[src/rtl/ifu_pc_seq.sv]
`default_nettype none
// ============================================================================
// Module      : ifu_pc_seq
// Description : IFU fetch PC sequencer; issues fetches, drops flushed responses
//               and supplies PCR/EPC to the exception unit.
// Revision    : 1.0 - initial release
// ============================================================================
module ifu_pc_seq #(
    parameter int                PC_W    = 32,
    parameter logic [PC_W-1:0]   RST_VEC = '0,
    parameter int                OUTS    = 2,
    parameter int                CNT_W   = $clog2(OUTS + 1)
) (
    input  logic                 clk,
    input  logic                 rst_n,
    input  logic                 pc_i_excp_req,
    input  logic                 pc_i_excp_is_int,
    input  logic [PC_W-1:0]      pc_i_mtvec,
    input  logic                 pc_i_bjp_req,
    input  logic [PC_W-1:0]      pc_i_bjp_pc,
    input  logic                 pc_i_halt,
    output logic                 pc_o_req_valid,
    output logic [PC_W-1:0]      pc_o_req_pc,
    input  logic                 pc_i_req_ready,
    input  logic                 pc_i_rsp_valid,
    input  logic                 pc_i_rsp_rv32,
    output logic                 pc_o_rsp_live,
    output logic [PC_W-1:0]      pc_o_rsp_pc,
    output logic [PC_W-1:0]      pc_o_pcr,
    output logic [PC_W-1:0]      pc_o_epc
);

    typedef enum logic [0:0] {
        S_ISSUE = 1'b0,
        S_WAIT  = 1'b1
    } state_e;

    state_e             state_q, state_d;
    logic [PC_W-1:0]    pc_nxt_q, pc_nxt_d;
    logic [PC_W-1:0]    live_pc_q, live_pc_d;
    logic [CNT_W-1:0]   kill_cnt_q, kill_cnt_d;
    logic [PC_W-1:0]    pcr_q, pcr_d;
    logic               last_len4_q, last_len4_d;

    logic               w_flush;
    logic [PC_W-1:0]    w_target;
    logic [PC_W-1:0]    w_len;
    logic               w_rsp_head;
    logic               w_rsp_live;
    logic               w_rsp_kill;
    logic               w_kill_inc;

    always_comb begin
        w_flush        = pc_i_excp_req | pc_i_bjp_req;
        w_target       = (pc_i_excp_req ? pc_i_mtvec : pc_i_bjp_pc) & ~PC_W'(1);
        w_len          = pc_i_rsp_rv32 ? PC_W'(4) : PC_W'(2);
        pc_o_req_valid = (state_q == S_ISSUE) & ~w_flush & ~pc_i_halt
                       & (kill_cnt_q < CNT_W'(OUTS));
        // Response retires the live fetch; it is only forwarded if not flushed.
        w_rsp_head     = pc_i_rsp_valid & (state_q == S_WAIT) & (kill_cnt_q == '0);
        w_rsp_live     = w_rsp_head & ~w_flush;
        w_rsp_kill     = pc_i_rsp_valid & (kill_cnt_q != '0);
        w_kill_inc     = w_flush & (state_q == S_WAIT) & ~w_rsp_head;

        state_d     = state_q;
        pc_nxt_d    = pc_nxt_q;
        live_pc_d   = live_pc_q;
        kill_cnt_d  = kill_cnt_q;
        pcr_d       = pcr_q;
        last_len4_d = last_len4_q;

        if (pc_o_req_valid && pc_i_req_ready) begin
            live_pc_d = pc_nxt_q;
            state_d   = S_WAIT;
        end
        if (w_rsp_live) begin
            pcr_d       = live_pc_q;
            last_len4_d = pc_i_rsp_rv32;
            pc_nxt_d    = live_pc_q + w_len;
            state_d     = S_ISSUE;
        end
        if (w_flush) begin
            pc_nxt_d = w_target;
            state_d  = S_ISSUE;
        end
        case ({w_kill_inc, w_rsp_kill})
            2'b10:   kill_cnt_d = kill_cnt_q + CNT_W'(1);
            2'b01:   kill_cnt_d = kill_cnt_q - CNT_W'(1);
            default: kill_cnt_d = kill_cnt_q;
        endcase
    end

    always_ff @(posedge clk or negedge rst_n) begin
        if (!rst_n) begin
            state_q     <= S_ISSUE;
            pc_nxt_q    <= RST_VEC;
            live_pc_q   <= '0;
            kill_cnt_q  <= '0;
            pcr_q       <= RST_VEC;
            last_len4_q <= 1'b1;
        end else begin
            state_q     <= state_d;
            pc_nxt_q    <= pc_nxt_d;
            live_pc_q   <= live_pc_d;
            kill_cnt_q  <= kill_cnt_d;
            pcr_q       <= pcr_d;
            last_len4_q <= last_len4_d;
        end
    end

    assign pc_o_req_pc   = pc_nxt_q;
    assign pc_o_rsp_live = w_rsp_live;
    assign pc_o_rsp_pc   = live_pc_q;
    assign pc_o_pcr      = pcr_q;
    // Interrupts return to the instruction after the last retired one.
    assign pc_o_epc      = pc_i_excp_is_int
                         ? pcr_q + (last_len4_q ? PC_W'(4) : PC_W'(2))
                         : pcr_q;

endmodule
`default_nettype wire

[config.mk]
export PLATFORM = sky130hd
export DESIGN_NAME = ifu_pc_seq
export DESIGN_NICKNAME = d
export VERILOG_FILES = /design/src/rtl/ifu_pc_seq.sv
export SDC_FILE = /design/constraint.sdc
export NUM_CORES = 1
export LEC_CHECK = 0
export ABC_AREA = 1
export CORE_ASPECT_RATIO = 1.1
export CORE_MARGIN = 8
export CORE_UTILIZATION = 47
export CTS_CLUSTER_DIAMETER = 100
export DETAILED_ROUTE_END_ITERATION = 16
export PLACE_DENSITY_LB_ADDON = 0.2
export SLEW_MARGIN = 20
export SYNTH_ARGS = -nofsm -noshare
export SYNTH_HDL_FRONTEND = slang
export SYNTH_SLANG_ARGS = --single-unit
[constraint.sdc]
create_clock -name clk -period 2.55 [get_ports clk]
set_input_delay 0.51 -clock clk [delete_from_list [all_inputs] [get_ports clk]]
set_output_delay 0.51 -clock clk [all_outputs]
set_load 0.02 [all_outputs]
; ---- After elaboration in Yosys (flattened, before gate mapping)
; Cells that the tools add are included.
[totals]
ff_bits = 100
input_bits = 73
output_inout_bits = 130
[op_classes]
n_addsub = 4
order_cmp = 1
n_eq_ne = 2
n_mux = 10
bitwise_logic = 14
reduce_logical = 6
[ops]
columns = operator, n
row1 = 2-to-1 mux 32 bit, 4
row2 = adder 32 x 3 -> 32 bit, 2
row3 = AND 1 bit, 9
row4 = 2-to-1 mux 3 bit, 2
row5 = nonzero test 2 bit, 3
row6 = inverter 1 bit, 4
row7 = case mux 2 bit (2 select lines), 1
row8 = 2-to-1 mux 1 bit, 3
row9 = nonzero test 3 bit, 1
row10 = "adder 2 x 1 -> 2 bit, second input constant", 1
row11 = "equality test 2 x 1 -> 1 bit, second input constant", 1
row12 = "equality test 2 bit, second input constant", 1
row13 = zero test 2 bit, 1
row14 = "less-than comparator 2 bit, second input constant", 1
row15 = "subtractor 2 x 1 -> 2 bit, second input constant", 1
row16 = logical AND 1 bit, 1
row17 = bitwise OR 1 bit, 1

; ---- Longest topological paths before layout
; Gate-level depths: netlist of run 1.
[logic_depth]
word_depth = 9
depth_mapped = 12
ltp_nobuf = 12

; ---- Least setup slack after synthesis of run 1
; Ideal clock, no wire load.
[synth_timing]
path_kind = flip-flop to output port
from = register pcr_q[1], in the netlist pc_o_pcr[1]
to = output port pc_o_epc[19]
t_arrival_ns = 1.988
setup_slack_ns = 0.052
stages_incl_launch_ff = 10
n_path_buf = 0
path_cell_list = dfrtp_1 ha_1 fa_1 nand2_2 nor3_4 nand2_1 nor2_1 nand2_1 nor2_2 xor2_1
[synth_via]
elab_chain_len = 2
[synth_lines]
columns = item, line
row1 = start: declaration, 42  ; logic [PC_W-1:0] pcr_q, pcr_d;
row2 = start signal: assignment, 106  ; pcr_q <= pcr_d;
row3 = adder 32 x 3 -> 32 bit, 117  ; ? pcr_q + (last_len4_q ? PC_W'(4) : PC_W'(2))
row4 = 2-to-1 mux 32 bit, 117
row5 = end: declaration, 30  ; output logic [PC_W-1:0] pc_o_epc
; No other way between the ends.

; ---- Final worst setup path of run 1
[layout_timing]
from = register last_len4_q
to = output port pc_o_epc[29]
[layout_via]
elab_chain_len = 3
[layout_lines]
columns = item, line
row1 = start: declaration, 43  ; logic last_len4_q, last_len4_d;
row2 = start signal: assignment, 107  ; last_len4_q <= last_len4_d;
row3 = 2-to-1 mux 3 bit, 117
row4 = adder 32 x 3 -> 32 bit, 117
row5 = 2-to-1 mux 32 bit, 117
; No other way between the ends.

==> results of run 1 <==
==> stage by stage <==
stage	setup TNS [ns]	instances
floorplan	0	876
global placement	-11.36	1278
detailed placement	-12.60	1278
CTS	-3.22	1301
global route	-6.48	1305
finish	-4.48	1305
==> kinds of logic (layout without fill, tap and decap cells) <==
logic type / count (synthesis) / after routing / synth area share, %
flops: 100 / 100 / 40.5
compound gates: 129 / 129 / 12.3
buf+inv: 117 / 385 / 8.08
xor+xnor: 28 / 28 / 3.97
fa+ha+maj: 7 / 7 / 1.66
simple gates: 495 / 495 / 33.5
==> cells in the final DEF, fill, tap and decap left out, types with 7 or more instances in the layout <==
master and instances:
o21ai_0 54, nor2_4 7, inv_1 81, nor3_1 10, nand4_1 9, a21oi_2 16, clkdlybuf4s50_1 165, dfrtp_1 99
nand2_1 259, nand3_1 55, xor2_1 23, buf_6 18, clkbuf_16 9, nor2_1 123, buf_4 89, a21oi_1 31
==> final cells by class <==
type	instances	area (µm²)	area share (%)
multi-input cells	659	3360	35.8
well taps	161	201	2.14
inverters	85	322	3.42
clock inverters	5	106	1.13
clock buffers	11	253	2.69
flip-flops and latches	100	2500	26.6
repair buffers	284	2650	28.2
==> power breakdown <==
group	internal, mW	leakage [nW]	total, mW	switching (mW)
Sequential	1.94	1.14	2.50	0.558
Combinational	1.26	3.12	2.83	1.57
Clock	1.02	0.172	1.62	0.606
==> routing by layer <==
metal	routed length [µm]	up-vias	global-route usage, %
met5	0	-	0
met4	616	0	10.4
met3	1810	39	6.90
met2	10600	274	43.1
met1	9310	3190	32.0
li1	-	3315	-
==> timing repair <==
action,in CTS,in global routing
gates resized for setup,190,21
setup buffers,7,5
setup endpoints to repair,33,29
pin swaps,10,12
==> how the worst max path moves through the flow <==
stage                        end  slack, ns              from  cells past startpoint
finish              pc_o_epc[29]      -0.36       last_len4_q                     11
global route        pc_o_epc[29]      -0.41       last_len4_q                     11
CTS                 pc_o_epc[29]      -0.27       last_len4_q                     11
detailed placement  pc_o_epc[29]      -0.62  pc_i_excp_is_int                      8
global placement    pc_o_epc[26]      -0.57  pc_i_excp_is_int                      8
floorplan           pc_o_epc[19]       0.05       pc_o_pcr[1]                      9
==> registers in the layout (all words and copies together), names as in the netlist <==
signal	cells
last_len4_q	1
kill_cnt_q	2
pc_o_rsp_pc	32
pc_o_req_pc	32
pc_o_pcr	32
state_q	1
==> results.json, run 1 <==
{
  "status": "finished with violations",
  "violations": "setup timing",
  "skew_ns": 0.00813,
  "viasPerCell": 5.22,
  "ir_drop_mv": 0.451,
  "crit_fanout": 3,
  "drc_errors": 0,
  "rsz0062_at_grt": "true",
  "clock.fmax_mhz": 343,
  "critPathLaunchType": "register",
  "synthCells": 876,
  "fin_util_pct": 72.0,
  "drive_above_1_share_pct": 16.4,
  "worstPathCellList": "buf_6 > fa_2 > nand2_2 > nor3_4 > nand3_4 > nor3b_4 > buf_4 > nand2_2 > nand2_1 > nand2_1 > buf_6",
  "io_pins": 203,
  "final_nets": 1219,
  "post_dp_cell_area_mm2": 0.00879,
  "clock-root-buffer": "clkbuf_16",
  "p_total_mw": 6.95,
  "drt_pass1_iterations": 5,
  "clock_latency_ns": 0.35,
  "clkTransAtPathRegs_ns": 0.07,
  "htree_num_levels": 3,
  "synth-seq-cells": 100,
  "drt_iter0_drc": 476,
  "tightest_slew_ns": 0.597,
  "wire_per_inst_um": 17.2,
  "die_area_mm2": 0.0171,
  "yosysWarnings": 0,
  "vias": 6818,
  "dp_hpwl_mm": 16.8,
  "cts_buffers": 9,
  "gp_congestion": 0.949,
  "die_w_um": 125,
  "postCtsHoldBufs": 0,
  "syn_nets": 956,
  "reg2reg_slack_ns": 0.54,
  "maxCapViolCount": 0,
  "r2r-start": "kill_cnt_q[1]",
  "dieHeight_um": 136,
  "timing.rr.end": "pc_o_req_pc[10]",
  "fp-row-count": 44,
  "worstRegToRegCells": 8,
  "track_usage_pct": 26.1,
  "grt_max_degree": 54,
  "yosysMostFrequentCell": "nand2_1",
  "totalWireLength_mm": 22.4,
  "cts_num_sinks": 100,
  "synth_top_area_share_pct": 40.1,
  "cts_tree": "built",
  "crit_slowest_cell": "dfstp_2",
  "synthTopCellsByCount": "266 x nand2_1, 134 x nor2_1, 99 x dfrtp_1, 82 x inv_1, 59 x nand3_1",
  "grt_pass1_wl_mm": 35.5,
  "hold_class": "in -> async",
  "fill_cells": 1073,
  "synth_edf_count": 0,
  "power.density_mw_per_mm2": 740,
  "grt-ovfl-total": 0,
  "antenna_left": 0,
  "critical_path_required_ns": 2.04,
  "start_util_pct": 47.4,
  "ys_seq_area_share_pct": 40.5,
  "place_ws_ns": -0.620,
  "post-route-cell-area_mm2": 0.00940,
  "antenna_found_initial": 0,
  "fin_crit_sh_pct": 114,
  "grt_pass1_vias": 6839,
  "synth.distinct_cells": 42,
  "synthArstFlopShare_pct": 100,
  "antenna_cells": 0,
  "areaGrowthSynthToFinish_pct": 52.1,
  "fin_hold_ws_ns": 0.158,
  "ys_top_cells_by_area": "dfrtp_1 40%, nand2_1 16%, nor2_1 8.1%",
  "cp.arrival_ns": 2.40,
  "report.final.slew_viol_count": 0,
  "synth_flop_cell": "dfrtp_1",
  "max-clock-path-buffers": 2,
  "synth.avg_cell_area_um2": 7.05,
  "path_class": "reg -> out",
  "critPathMaxStageDelay_ns": 0.54,
  "setup_ws_ns": -0.362,
  "p_leak_nw": 4.43,
  "relSlewSlack_pct": 60.2,
  "cp_top_family": "simple AND/OR/NAND/NOR gates",
  "finalSetupViolCount": 26,
  "synth.largest_area_cell": "dfrtp_1",
  "coreArea_mm2": 0.0130,
  "critPathBufInv": 3,
  "hold_violations": 0,
  "syn_area_mm2": 0.00618,
  "portBuffers": 200,
  "worstSetupEndpointType": "output pin",
  "period_needed_ns": 2.91
}
No activity file was read; power rests on OpenSTA's default activity.
==> inputs of run 2 (changes only) <==
--- a/config.mk
+++ b/config.mk
@@ -12,7 +12,7 @@
 export CTS_CLUSTER_DIAMETER = 100
 export DETAILED_ROUTE_END_ITERATION = 16
 export PLACE_DENSITY_LB_ADDON = 0.2
-export SLEW_MARGIN = 20
+export SLEW_MARGIN = 25
 export SYNTH_ARGS = -nofsm -noshare
 export SYNTH_HDL_FRONTEND = slang
 export SYNTH_SLANG_ARGS = --single-unit
==> constraint.sdc (replaced) <==
create_clock -name clk -period 2.8 [get_ports clk]
set_input_delay 0.56 -clock clk [delete_from_list [all_inputs] [get_ports clk]]
set_output_delay 0.56 -clock clk [all_outputs]
set_load 0.02 [all_outputs]
==> results.json, run 2 (same netlist as run 1, synthesis figures left out) <==
{
  "totalWireLength_mm": 21.6,
  "reg2reg_slack_ns": 0.68,
  "drc_errors": 0,
  "antenna_cells": 0,
  "maxCapViolCount": 0,
  "cts_buffers": 9,
  "regArea_mm2": 0.00250,
  "finalSetupViolCount": 7,
  "ir_drop_mv": 0.424,
  "hold_class": "in -> async",
  "worstSetupEndpointType": "output pin",
  "critical_path_required_ns": 2.24,
  "violations": "setup timing",
  "drive_above_1_share_pct": 13.8,
  "track_usage_pct": 25.3,
  "p_leak_nw": 4.24,
  "portBuffers": 200,
  "hold_violations": 0,
  "crit_fanout": 3,
  "post-route-cell-area_mm2": 0.00908,
  "post_dp_cell_area_mm2": 0.00859,
  "fp-row-count": 44,
  "cts_num_sinks": 100,
  "clock-root-buffer": "clkbuf_16",
  "rsz0062_at_grt": "true",
  "die_area_mm2": 0.0171,
  "period_needed_ns": 2.91,
  "grt_pass1_wl_mm": 34.3,
  "path_class": "reg -> out",
  "place_ws_ns": -0.464,
  "clock.fmax_mhz": 343,
  "multi_input_area_mm2": 0.00334,
  "skew_ns": 0.00819,
  "fin_crit_sh_pct": 104,
  "cp.arrival_ns": 2.35,
  "fill_cells": 1118,
  "vias": 6755,
  "critPathLaunchType": "register",
  "antenna_found_initial": 0,
  "viasPerCell": 5.29,
  "io_pins": 203,
  "clkTransAtPathRegs_ns": 0.07,
  "drt_pass1_iterations": 6,
  "r2r-start": "kill_cnt_q[1]",
  "worstRegToRegCells": 8,
  "dp.cells": 1252,
  "status": "finished with violations",
  "crit_start": "last_len4_q",
  "tns_ns": -0.589,
  "antenna_left": 0,
  "tightest_slew_ns": 0.546,
  "fin_util_pct": 69.6,
  "final_nets": 1190,
  "clock_latency_ns": 0.34,
  "power.density_mw_per_mm2": 666,
  "start_util_pct": 47.4,
  "final_cells": 1276,
  "grt-ovfl-total": 0,
  "cts_tree": "built",
  "dieHeight_um": 136,
  "die_w_um": 125,
  "drt_iter0_drc": 610,
  "gp_congestion": 0.937,
  "coreArea_mm2": 0.0130,
  "htree_num_levels": 3,
  "max-clock-path-buffers": 2,
  "layout_common_cells": "258 x nand2_1, 168 x clkdlybuf4s50_1, 125 x nor2_1",
  "grt_max_degree": 101,
  "wire_per_inst_um": 16.9,
  "report.final.slew_viol_count": 0,
  "dp_hpwl_mm": 16.6,
  "timing.rr.end": "pc_o_req_pc[10]",
  "final_common_cell": "nand2_1",
  "cp-endpoint": "pc_o_epc[17]",
  "areaGrowthSynthToFinish_pct": 46.9,
  "relSlewSlack_pct": 63.6,
  "setup_ws_ns": -0.114,
  "grt_pass1_vias": 6602
}
## run 2: worst min path at each step
stage                     slack [ns]             end  depth (start not counted)
final                           0.26  pc_o_req_pc[2]                          2
after detailed placement        0.50  pc_o_req_pc[9]                          2
after global placement          0.49  pc_o_req_pc[9]                          2
after CTS                       0.30  pc_o_req_pc[2]                          2
after floorplan                 0.26   kill_cnt_q[0]                          0
after global routing            0.32  pc_o_req_pc[3]                          2
## run 2: stage by stage
stage	power [mW]	hold slack (ns)
after floorplan	3.48	0.264
after global placement	4.74	0.494
after detailed placement	4.78	0.503
after CTS	6.02	0.301
after global routing	6.39	0.317
final	6.05	0.257
## run 2: per-layer routing
layer,vias to the layer above,global-route usage [%],share of wire (%)
li1,3277,-,-
met1,3149,32.2,42
met2,291,41.0,47
met3,38,6.63,8.7
met4,0,8.67,2.8
met5,-,0,0
## run 2: power by group
part / leakage, nW / switching, mW / internal (mW)
combinational: 2.96 / 1.41 / 1.11
sequential: 1.14 / 0.512 / 1.77
clock: 0.143 / 0.535 / 0.718
total: 4.24 / 2.46 / 3.59
## run 2: timing repair
item | CTS | global route
setup endpoints to repair | 30 | 26
buffers inserted | 6 | 3
hold buffers | 0 | 0
pin swaps | 9 | 16
gates resized for setup | 120 | 68
## run 2: layout make-up
type,count,share of cell area (%)
Multi-Input combinational cell,659,36.8
Sequential cell,100,27.6
Timing Repair Buffer,255,26.6
Inverter,85,3.54
Clock buffer,12,2.72
Tap cell,161,2.22
Clock inverter,4,0.565
## run 2: critical path, cell delays in order (launching register included)
cell and delay (ns):
dfstp_2 0.55, inv_2 0.05, ha_4 0.17, fa_2 0.37, nand2_2 0.10, nor3_4 0.06, nand3_2 0.13, buf_6 0.13
nor2_4 0.03, buf_4 0.13, xor2_1 0.14, buf_4 0.15
==> inputs of run 3 (changes only) <==
--- a/config.mk
+++ b/config.mk
@@ -11,6 +11,7 @@
 export CORE_UTILIZATION = 47
 export CTS_CLUSTER_DIAMETER = 100
 export DETAILED_ROUTE_END_ITERATION = 16
+export GPL_ROUTABILITY_DRIVEN = 0
 export PLACE_DENSITY_LB_ADDON = 0.2
 export SLEW_MARGIN = 25
 export SYNTH_ARGS = -nofsm -noshare
==> constraint.sdc (replaced) <==
create_clock -name clk -period 2.8 [get_ports clk]
set_input_delay 0.28 -clock clk [delete_from_list [all_inputs] [get_ports clk]]
set_output_delay 0.28 -clock clk [all_outputs]
set_load 0.02 [all_outputs]
==> results.json, run 3 (same netlist as run 1, synthesis figures left out) <==
{
  "fill_cells": 1158,
  "dp_hpwl_mm": 16.2,
  "finalSetupViolCount": 0,
  "grt-ovfl-total": 0,
  "clock-root-buffer": "clkbuf_16",
  "clkPwrFrac_pct": 19.8,
  "reg2reg_slack_ns": 0.56,
  "wire_per_inst_um": 16.9,
  "tns_ns": 0,
  "clock_latency_ns": 0.35,
  "drt_pass1_iterations": 5,
  "cts_buffers": 9,
  "portBuffers": 200,
  "relSlewSlack_pct": 52.8,
  "die_w_um": 125,
  "post_dp_cell_area_mm2": 0.00839,
  "clock.fmax_mhz": 369,
  "final_common_cell": "nand2_1",
  "cp-endpoint": "pc_o_epc[16]",
  "setup_ws_ns": 0.0878,
  "start_util_pct": 47.4,
  "post-route-cell-area_mm2": 0.00874,
  "antenna_left": 0,
  "drive_above_1_share_pct": 7.83,
  "final_nets": 1161,
  "r2r-start": "kill_cnt_q[1]",
  "swShare_pct": 41.4,
  "path_class": "reg -> out",
  "p_leak_nw": 4.08,
  "fin_util_pct": 67.0,
  "final_cells": 1247,
  "dp.cells": 1228,
  "coreArea_mm2": 0.0130,
  "p_int_mw": 3.46,
  "crit_start": "pc_o_pcr[2]",
  "track_usage_pct": 24.9,
  "drc_errors": 0,
  "worstSetupEndpointType": "output pin",
  "layout_common_cells": "264 x nand2_1, 174 x clkdlybuf4s50_1, 131 x nor2_1",
  "grt_pass1_wl_mm": 33.6,
  "io_pins": 203,
  "htree_num_levels": 3,
  "period_needed_ns": 2.71,
  "antenna_found_initial": 0,
  "totalWireLength_mm": 21.1,
  "tightest_slew_ns": 0.707,
  "p_comb_share_pct": 41.3,
  "cts_num_sinks": 100,
  "fin_crit_sh_pct": 96.9,
  "switchingPower_mw": 2.45,
  "die_area_mm2": 0.0171,
  "p_total_mw": 5.91,
  "ir_drop_mv": 0.310,
  "critPathLaunchType": "register",
  "areaGrowthSynthToFinish_pct": 41.4,
  "status": "complete, no violations",
  "dieHeight_um": 136,
  "maxCapViolCount": 0,
  "critical_path_required_ns": 2.52,
  "skew_ns": 0.00675,
  "place_ws_ns": -0.0215,
  "clkTransAtPathRegs_ns": 0.07,
  "grt_max_degree": 56,
  "power.density_mw_per_mm2": 677,
  "grt_pass1_vias": 6420,
  "hold_class": "in -> async",
  "sequentialPowerShare_pct": 38.9,
  "report.final.slew_viol_count": 0,
  "fin_hold_ws_ns": 0.475,
  "max-clock-path-buffers": 2,
  "viasPerCell": 5.23,
  "cp.arrival_ns": 2.43,
  "antenna_cells": 0,
  "crit_fanout": 4,
  "hold_violations": 0,
  "cts_tree": "built",
  "fp-row-count": 44,
  "timing.rr.end": "pc_o_req_pc[22]",
  "drt_iter0_drc": 494,
  "worstRegToRegCells": 10,
  "vias": 6525
}
run 3: worst max-delay path, cell delays in order, from the launching register on:
cell and delay (ns):
dfrtp_1 0.44, ha_1 0.30, nand2_1 0.07, a21oi_2 0.18
nor2b_2 0.21, nand2_1 0.09, xor2_1 0.15, clkdlybuf4s50_1 0.64
run 3: cell type report:
type,instances,area [µm²],area share (%)
clock buffer,12,246,2.82
clock inverter,4,23.8,0.272
inverter,85,322,3.68
multi-input combinational,659,3250,37.2
sequential,100,2500,28.7
tap,161,201,2.31
timing repair buffer,226,2190,25.0
run 3: timing repair:
item                                   CTS  global route
endpoints found under the hold margin   44             0
hold buffers                             1             0
pin swaps                                1             4
resized for setup                       31            24
setup endpoints to repair               21            17
setup buffers                            1             1
run 3: power groups by stage:
stage               Clock [mW]  Sequential, mW  Combinational [mW]
floorplan                    0            2.52               0.958
global placement             0            2.30                2.43
detailed placement           0            2.31                2.46
CTS                       1.17            2.29                2.46
global route              1.23            2.36                2.66
finish                    1.17            2.30                2.44
run 3: worst min path at each step:
stage | cells after the start | endpoint | slack [ns]
after floorplan | 0 | kill_cnt_q[0] | -0.02
after global routing | 2 | pc_o_req_pc[6] | 0.53
after detailed placement | 1 | pc_o_req_pc[8] | 0.33
final | 2 | pc_o_req_pc[6] | 0.47
after global placement | 1 | pc_o_req_pc[3] | 0.33
after CTS | 2 | pc_o_req_pc[8] | 0.51
run 3: routing by layer:
metal | vias to the layer above | global-route usage, % | wire (µm)
met5 | - | 0 | 0
met2 | 273 | 39.5 | 9460
met4 | 0 | 9.55 | 675
met1 | 2992 | 31.9 | 9150
li1 | 3213 | - | -
met3 | 47 | 6.59 | 1810
